**config.mk**
```make
export PLATFORM = sky130hd
export DESIGN_NAME = conv_controller_flat
export DESIGN_NICKNAME = d
export VERILOG_FILES = /design/src/rtl/conv_controller_if.sv /design/src/rtl/conv_controller.sv /design/src/flat_wrapper.sv
export SDC_FILE = /design/constraint.sdc
export NUM_CORES = 1
export LEC_CHECK = 0
export ABC_AREA = 1
export BUFFER_PORTS_ARGS = -buffer_cell sky130_fd_sc_hd__buf_4
export CAP_MARGIN = 30
export CORE_ASPECT_RATIO = 0.7
export CORE_MARGIN = 2
export CORE_UTILIZATION = 35
export DETAILED_ROUTE_END_ITERATION = 8
export PLACE_DENSITY = 0.58
export SYNTH_ARGS = -nofsm -noshare
export SYNTH_HDL_FRONTEND = slang
export SYNTH_SLANG_ARGS = --single-unit
```
**constraint.sdc**
```tcl
create_clock -name clk -period 7.2 [get_ports clk]
set_clock_uncertainty 0.05 [all_clocks]
set_input_delay 0.72 -clock clk [delete_from_list [all_inputs] [get_ports clk]]
set_output_delay 0.72 -clock clk [all_outputs]
set_load 0.005 [all_outputs]
```
**src/rtl/conv_controller_if.sv**
```systemverilog
// Signal bundle between the convolution controller, its pixel source,
// the datapath it sequences and the result consumer.
interface conv_controller_if #(
  parameter int DATA_WIDTH = 16,
  parameter int IMAGE_SIZE = 28
);
  localparam int CW = $clog2(IMAGE_SIZE);

  logic                  start;
  logic                  pix_valid;
  logic [DATA_WIDTH-1:0] pix_data;
  logic                  pix_ready;
  logic                  dp_write;
  logic [DATA_WIDTH-1:0] dp_pixel;
  logic [DATA_WIDTH-1:0] dp_result;
  logic                  out_valid;
  logic [DATA_WIDTH-1:0] out_data;
  logic [CW-1:0]         out_row;
  logic [CW-1:0]         out_col;
  logic                  busy;
  logic                  done;

  // The controller is the master: it sequences the datapath and the output stream.
  modport master (
    input  start, pix_valid, pix_data, dp_result,
    output pix_ready, dp_write, dp_pixel, out_valid, out_data, out_row, out_col, busy, done
  );

  modport slave (
    output start, pix_valid, pix_data, dp_result,
    input  pix_ready, dp_write, dp_pixel, out_valid, out_data, out_row, out_col, busy, done
  );
endinterface

```
**src/rtl/conv_controller.sv**
```systemverilog
// Frame sequencer for the 2-D convolution datapath with latency-matched output tagging.
// Optional macro CONV_CTRL_RELU_EN clamps negative results to zero on the output.
module conv_controller #(
  parameter int DATA_WIDTH   = 16,
  parameter int KERNEL_SIZE  = 5,
  parameter int IMAGE_SIZE   = 28,
  parameter int PIPE_LATENCY = 2
) (
  input logic               clk,
  input logic               reset,
  conv_controller_if.master bus
);
  localparam int CW = $clog2(IMAGE_SIZE);
  localparam logic [CW-1:0] LAST_IDX   = CW'(IMAGE_SIZE - 1);
  localparam logic [CW-1:0] KM1        = CW'(KERNEL_SIZE - 1);
  localparam logic [4:0]    DRAIN_LAST = 5'(PIPE_LATENCY);

  typedef enum logic [1:0] {IDLE, LOAD, DRAIN, DONE} state_t;

  state_t                       state, state_next;
  logic [CW-1:0]                row, col;
  logic [4:0]                   drain_cnt;
  logic                         accept, win, last_pix, tag_in;
  logic signed [DATA_WIDTH-1:0] result_s;

  // Stage 0 is registered alongside dp_write; stages 1..PIPE_LATENCY track the datapath.
  logic          tag_v [0:PIPE_LATENCY];
  logic [CW-1:0] tag_r [0:PIPE_LATENCY];
  logic [CW-1:0] tag_c [0:PIPE_LATENCY];

  assign accept   = (state == LOAD) && bus.pix_valid;
  assign win      = (row >= KM1) && (col >= KM1);
  assign last_pix = (row == LAST_IDX) && (col == LAST_IDX);
  assign tag_in   = accept && win;
  assign result_s = bus.dp_result;

  always_ff @(posedge clk or posedge reset) begin
    if (reset) state <= IDLE;
    else       state <= state_next;
  end

  always_comb begin
    state_next    = state;
    bus.pix_ready = 1'b0;
    bus.busy      = 1'b0;
    bus.done      = 1'b0;
    case (state)
      IDLE: if (bus.start) state_next = LOAD;
      LOAD: begin
        bus.pix_ready = 1'b1;
        bus.busy      = 1'b1;
        if (accept && last_pix) state_next = DRAIN;
      end
      DRAIN: begin
        bus.busy = 1'b1;
        if (drain_cnt == DRAIN_LAST) state_next = DONE;
      end
      DONE: begin
        bus.done   = 1'b1;
        state_next = IDLE;
      end
      default: state_next = IDLE;
    endcase
  end

  always_ff @(posedge clk or posedge reset) begin
    if (reset) begin
      row       <= '0;
      col       <= '0;
      drain_cnt <= '0;
    end else begin
      if (state == IDLE && bus.start) begin
        row <= '0;
        col <= '0;
      end else if (accept) begin
        if (col == LAST_IDX) begin
          col <= '0;
          row <= row + 1'b1;
        end else begin
          col <= col + 1'b1;
        end
      end
      drain_cnt <= (state == DRAIN) ? drain_cnt + 5'd1 : 5'd0;
    end
  end

  // Tag pipeline shifts every cycle so idle input cycles become win=0 bubbles.
  always_ff @(posedge clk or posedge reset) begin
    if (reset) begin
      bus.dp_write  <= 1'b0;
      bus.dp_pixel  <= '0;
      bus.out_valid <= 1'b0;
      bus.out_data  <= '0;
      bus.out_row   <= '0;
      bus.out_col   <= '0;
      for (int i = 0; i <= PIPE_LATENCY; i++) begin
        tag_v[i] <= 1'b0;
        tag_r[i] <= '0;
        tag_c[i] <= '0;
      end
    end else begin
      bus.dp_write <= accept;
      if (accept) bus.dp_pixel <= bus.pix_data;
      tag_v[0] <= tag_in;
      tag_r[0] <= tag_in ? row - KM1 : '0;
      tag_c[0] <= tag_in ? col - KM1 : '0;
      for (int i = 1; i <= PIPE_LATENCY; i++) begin
        tag_v[i] <= tag_v[i-1];
        tag_r[i] <= tag_r[i-1];
        tag_c[i] <= tag_c[i-1];
      end
      bus.out_valid <= tag_v[PIPE_LATENCY];
      bus.out_row   <= tag_r[PIPE_LATENCY];
      bus.out_col   <= tag_c[PIPE_LATENCY];
`ifdef CONV_CTRL_RELU_EN
      bus.out_data  <= (result_s < 0) ? '0 : result_s;
`else
      bus.out_data  <= result_s;
`endif
    end
  end
endmodule

```
**src/flat_wrapper.sv**
```systemverilog
// flat-port wrapper written by rule: the top's interface ports become plain ports
module conv_controller_flat 
#(
  parameter int DATA_WIDTH   = 16,
  parameter int KERNEL_SIZE  = 5,
  parameter int IMAGE_SIZE   = 28,
  parameter int PIPE_LATENCY = 2
)
  (clk, reset, bus_start, bus_pix_valid, bus_pix_data, bus_dp_result, bus_pix_ready, bus_dp_write, bus_dp_pixel, bus_out_valid, bus_out_data, bus_out_row, bus_out_col, bus_busy, bus_done);
  conv_controller_if #(.DATA_WIDTH(DATA_WIDTH), .IMAGE_SIZE(IMAGE_SIZE)) bus_i ();
  input logic clk;
  input logic reset;
  input wire logic [$bits(bus_i.start)-1:0] bus_start;
  input wire logic [$bits(bus_i.pix_valid)-1:0] bus_pix_valid;
  input wire logic [$bits(bus_i.pix_data)-1:0] bus_pix_data;
  input wire logic [$bits(bus_i.dp_result)-1:0] bus_dp_result;
  output wire logic [$bits(bus_i.pix_ready)-1:0] bus_pix_ready;
  output wire logic [$bits(bus_i.dp_write)-1:0] bus_dp_write;
  output wire logic [$bits(bus_i.dp_pixel)-1:0] bus_dp_pixel;
  output wire logic [$bits(bus_i.out_valid)-1:0] bus_out_valid;
  output wire logic [$bits(bus_i.out_data)-1:0] bus_out_data;
  output wire logic [$bits(bus_i.out_row)-1:0] bus_out_row;
  output wire logic [$bits(bus_i.out_col)-1:0] bus_out_col;
  output wire logic [$bits(bus_i.busy)-1:0] bus_busy;
  output wire logic [$bits(bus_i.done)-1:0] bus_done;
  assign bus_i.start = bus_start;
  assign bus_i.pix_valid = bus_pix_valid;
  assign bus_i.pix_data = bus_pix_data;
  assign bus_i.dp_result = bus_dp_result;
  assign bus_pix_ready = bus_i.pix_ready;
  assign bus_dp_write = bus_i.dp_write;
  assign bus_dp_pixel = bus_i.dp_pixel;
  assign bus_out_valid = bus_i.out_valid;
  assign bus_out_data = bus_i.out_data;
  assign bus_out_row = bus_i.out_row;
  assign bus_out_col = bus_i.out_col;
  assign bus_busy = bus_i.busy;
  assign bus_done = bus_i.done;
  conv_controller #(.DATA_WIDTH(DATA_WIDTH), .KERNEL_SIZE(KERNEL_SIZE), .IMAGE_SIZE(IMAGE_SIZE), .PIPE_LATENCY(PIPE_LATENCY)) u_core (.clk(clk), .reset(reset), .bus(bus_i));
endmodule
```
==> results by group <==
Status
  • Status: finished clean

Setup path
  • Max incr delay on CP: roughly 690 ps
  • CP Launch Type: flip-flop
  • CP Data Arrival Time: around 2700 ps
  • Slowest cell on crit path: inv_1
  • CP Class: reg -> reg
  • Cell family with most CP delay: buffers and inverters
  • Cell repeated most along the worst path: inv_1
  • Crit-path max FO: 20
  • CP Data Required Time: 7430 ps
  • Worst path bufs/invs: 4
  • Endpoint type of the worst setup path: flip-flop
  • Critical Path, Cell by Cell: inv_1 > ha_1 > nand2_1 > inv_1 > o211ai_4 > inv_2 > nand2_1 > inv_1

STA
  • Fmax: 412 MHz
  • Setup TNS Final: 0 ps
  • Period minus WS final: ~2400 ps
  • Max-slew violation count: 0
  • Final setup viols: 0
  • Tcrit/Tclk final: 33.7%
  • Slew Limit Headroom: 53.3%
  • Slew of the pin with the lowest slew margin: 699 ps
  • RSZ-0062 raised after global routing: no
  • WHS: 200 ps
  • Final Hold Viols: 0

Logic synthesis
  • Synthesis Warnings: 0
  • Synth Register Bits: 94
  • Average size of a mapped cell: 12.3 sq um
  • Synthesized-area fraction occupied by adder cells: approximately 7%
  • Syn Nets: 325
  • Syn Inst Count: 270
  • Register area share after synthesis: 70.9%
  • Dominant cells by area after synthesis: dfrtp_1 71%, nand2_1 7.5%, ha_1 7.2%
  • Area fraction in compound gates after synthesis: 2.34%
  • Synthesized area: 3320 sq um
  • Largest family of logic cells by synthesized area: simple AND/OR/NAND/NOR gates
  • Yosys top cell by area: dfrtp_1
  • Count of cell types in the netlist: 22
  • Post-synthesis simple-gate area fraction: 14.0%
  • Yosys top cell area share: 70.9%
  • Post-synthesis xor/xnor area fraction: 1.85%
  • Multiplexer area fraction after synthesis: 0%

Power
  • Leakage: roughly 0.0023 uW
  • Pwr Density: 346 nW/um^2
  • VDD IR-drop max: 0.000206 V
  • Total design power: 1520 uW

Placement
  • Final Wtd Congestion: 0.762
  • Detail Placement HPWL: slightly below 4000 um
  • Port Buffers: approximately 80
  • Placed cells: roughly 470

Detailed routing
  • 1st-pass router iterations: 4
  • Total number of vias: 2,068
  • Initial DRC Count: 152
  • Wire per inst: 11.6 um
  • Post-route ant nets: 0
  • Vias per Instance: 4.22
  • Residual DRC: 0
  • Wirelength, routed: 5670 um

Final layout
  • Nets: 416
  • ANT cells: 0
  • Layout overhead on the synthesized area: 32.3%
  • Share of layout cells above drive strength 1: ~30%
  • Core Util, Final: a little under half
  • Final non-filler cell total: 490
  • # fillers: approximately 850

Clock tree
  • Postcts setup bufs: 0
  • CTS tree: built
  • TritonCTS Buffers: 9
  • Clk buf depth: 2
  • H-tree levels: 3
  • CTS Root Cell: clkbuf_16
  • # clock sinks: 94
  • Resized cells post-CTS: 0
  • Clock slew at the register clock pins of the worst setup and hold paths: 60 ps
  • CTS Hold Bufs: 0
  • Clk_lat worst skew: ~340 ps

GRT
  • Initial antenna violation count: 0
  • Tot GR Track Use: 12.5%
  • Vias in the first global route: 2,094
  • GRT Residual Overflow: 0
  • First-pass GRT wire length: 9960 um
  • Largest net degree at the start of global routing: 65

Die
  • Rows: 29
  • Die height: 85.4 um
  • DIE AREA: 10,300 sq um
  • Core Region: 9140 sq um
  • Ports: 83
  • Die width: 120 um
  • Initial Util: a little over a third

Worst hold path
  • Worst hold path type: in -> async

Flow run
  • Max-cap violations: 0
-- flip-flops by register name, indices dropped and copies added, names as in the netlist --
name	flops
u_core.tag_r	15
u_core.bus.out_valid	1
u_core.drain_cnt	5
u_core.state	2
u_core.row	5
u_core.bus.out_data	16
u_core.col	5
u_core.tag_c	15
u_core.bus.out_col	5
u_core.bus.out_row	5
u_core.bus.dp_pixel	16
u_core.bus.dp_write	1
u_core.tag_v	3
-- area by class of cell --
class                   count  area, sq um  share of cell area, %
flip-flops and latches     94         2350                   53.6
multi-input cells         149          842                   19.2
repair buffers             84          651                   14.8
clock buffers              10          229                   5.22
well taps                 124          155                   3.54
inverters                  23         88.8                   2.03
clock inverters             6         68.8                   1.57
-- where the power goes --
group / total, uW / switching, uW / internal, uW
logic: 364 / 191 / 173
registers: 691 / 68.0 / 623
clock network: 464 / 192 / 271
total: 1520 / 451 / 1070
-- cells in the final DEF, fill, tap and decap left out, types with 2 or more instances in the layout --
cell type / n
dfrtp_1: 94
buf_4: 83
nand2_1: 66
inv_1: 20
nor2_1: 19
ha_1: 19
nand3_1: 15
clkbuf_16: 9
o21ai_0: 7
nand4_1: 4
xor2_1: 4
xnor2_1: 3
nand2_2: 3
inv_2: 2
nor3_1: 2
o21ai_1: 2
inv_6: 2
-- stage by stage --
stage	setup slack, ps	cell area [sq um]
6_report	4770	4390
5_1_grt	4480	4390
4_1_cts	4720	4390
3_5_place_dp	4660	4090
3_3_place_gp	4690	4060
2_1_floorplan	3980	3320
-- logic make-up after synthesis --
group | after synthesis
AND/OR/NAND/NOR | 111
flip-flops | 94
buffers and inverters | 27
adder cells (fa/ha/maj) | 19
AO/OA/AOI/OAI | 12
XOR/XNOR | 7
-- per-layer routing --
| metal | part of all wire, % | track usage [%] | routed length [um] | vias up |
|---|---|---|---|---|
| met3 | 9.1 | 5.85 | 518 | 9 |
| met4 | 1.5 | 4.44 | 86 | 0 |
| met2 | 41 | 17.6 | 2340 | 77 |
| li1 | - | - | - | 1019 |
| met5 | 0 | 0 | 0 | - |
| met1 | 48 | 17.0 | 2720 | 963 |
-- synthesized netlist by cell type --
| master | instances |
|---|---|
| xor2_1 | 4 |
| o21ai_0 | 7 |
| o22ai_1 | 1 |
| nand2_2 | 3 |
| or2_2 | 1 |
| buf_6 | 2 |
| dfrtp_1 | 94 |
| buf_2 | 1 |
| nor2_1 | 19 |
| xnor2_1 | 3 |
| inv_1 | 21 |
| nand4_1 | 4 |
| nand2_1 | 66 |
| nor3_1 | 2 |
| nand2_4 | 1 |
| o21ai_1 | 2 |
| ha_1 | 19 |
| inv_2 | 2 |
| buf_4 | 1 |
| nand3_1 | 15 |
| a21oi_1 | 1 |
| o211ai_4 | 1 |
-- path summary, 6_finish.rpt --
kind                                        startpoint                          endpoint  slack (ps)  cells past startpoint
hold / removal                                   reset  u_core.bus.out_data[1]$_DFF_PP0_         200                      2
setup / recovery           u_core.state[1]$_DFFE_PP0P_        u_core.tag_r[12]$_DFF_PP0_        4770                      8
max in group asynchronous                        reset       u_core.state[1]$_DFFE_PP0P_        6030                      4
setup reg to reg           u_core.state[1]$_DFFE_PP0P_        u_core.tag_r[12]$_DFF_PP0_        4770                      8
hold reg to reg              u_core.tag_c[0]$_DFF_PP0_   u_core.bus.out_col[0]$_DFF_PP0_         290                      0
min in group clk             u_core.tag_c[0]$_DFF_PP0_   u_core.bus.out_col[0]$_DFF_PP0_         290                      0
No activity file was read; power rests on OpenSTA's default activity.
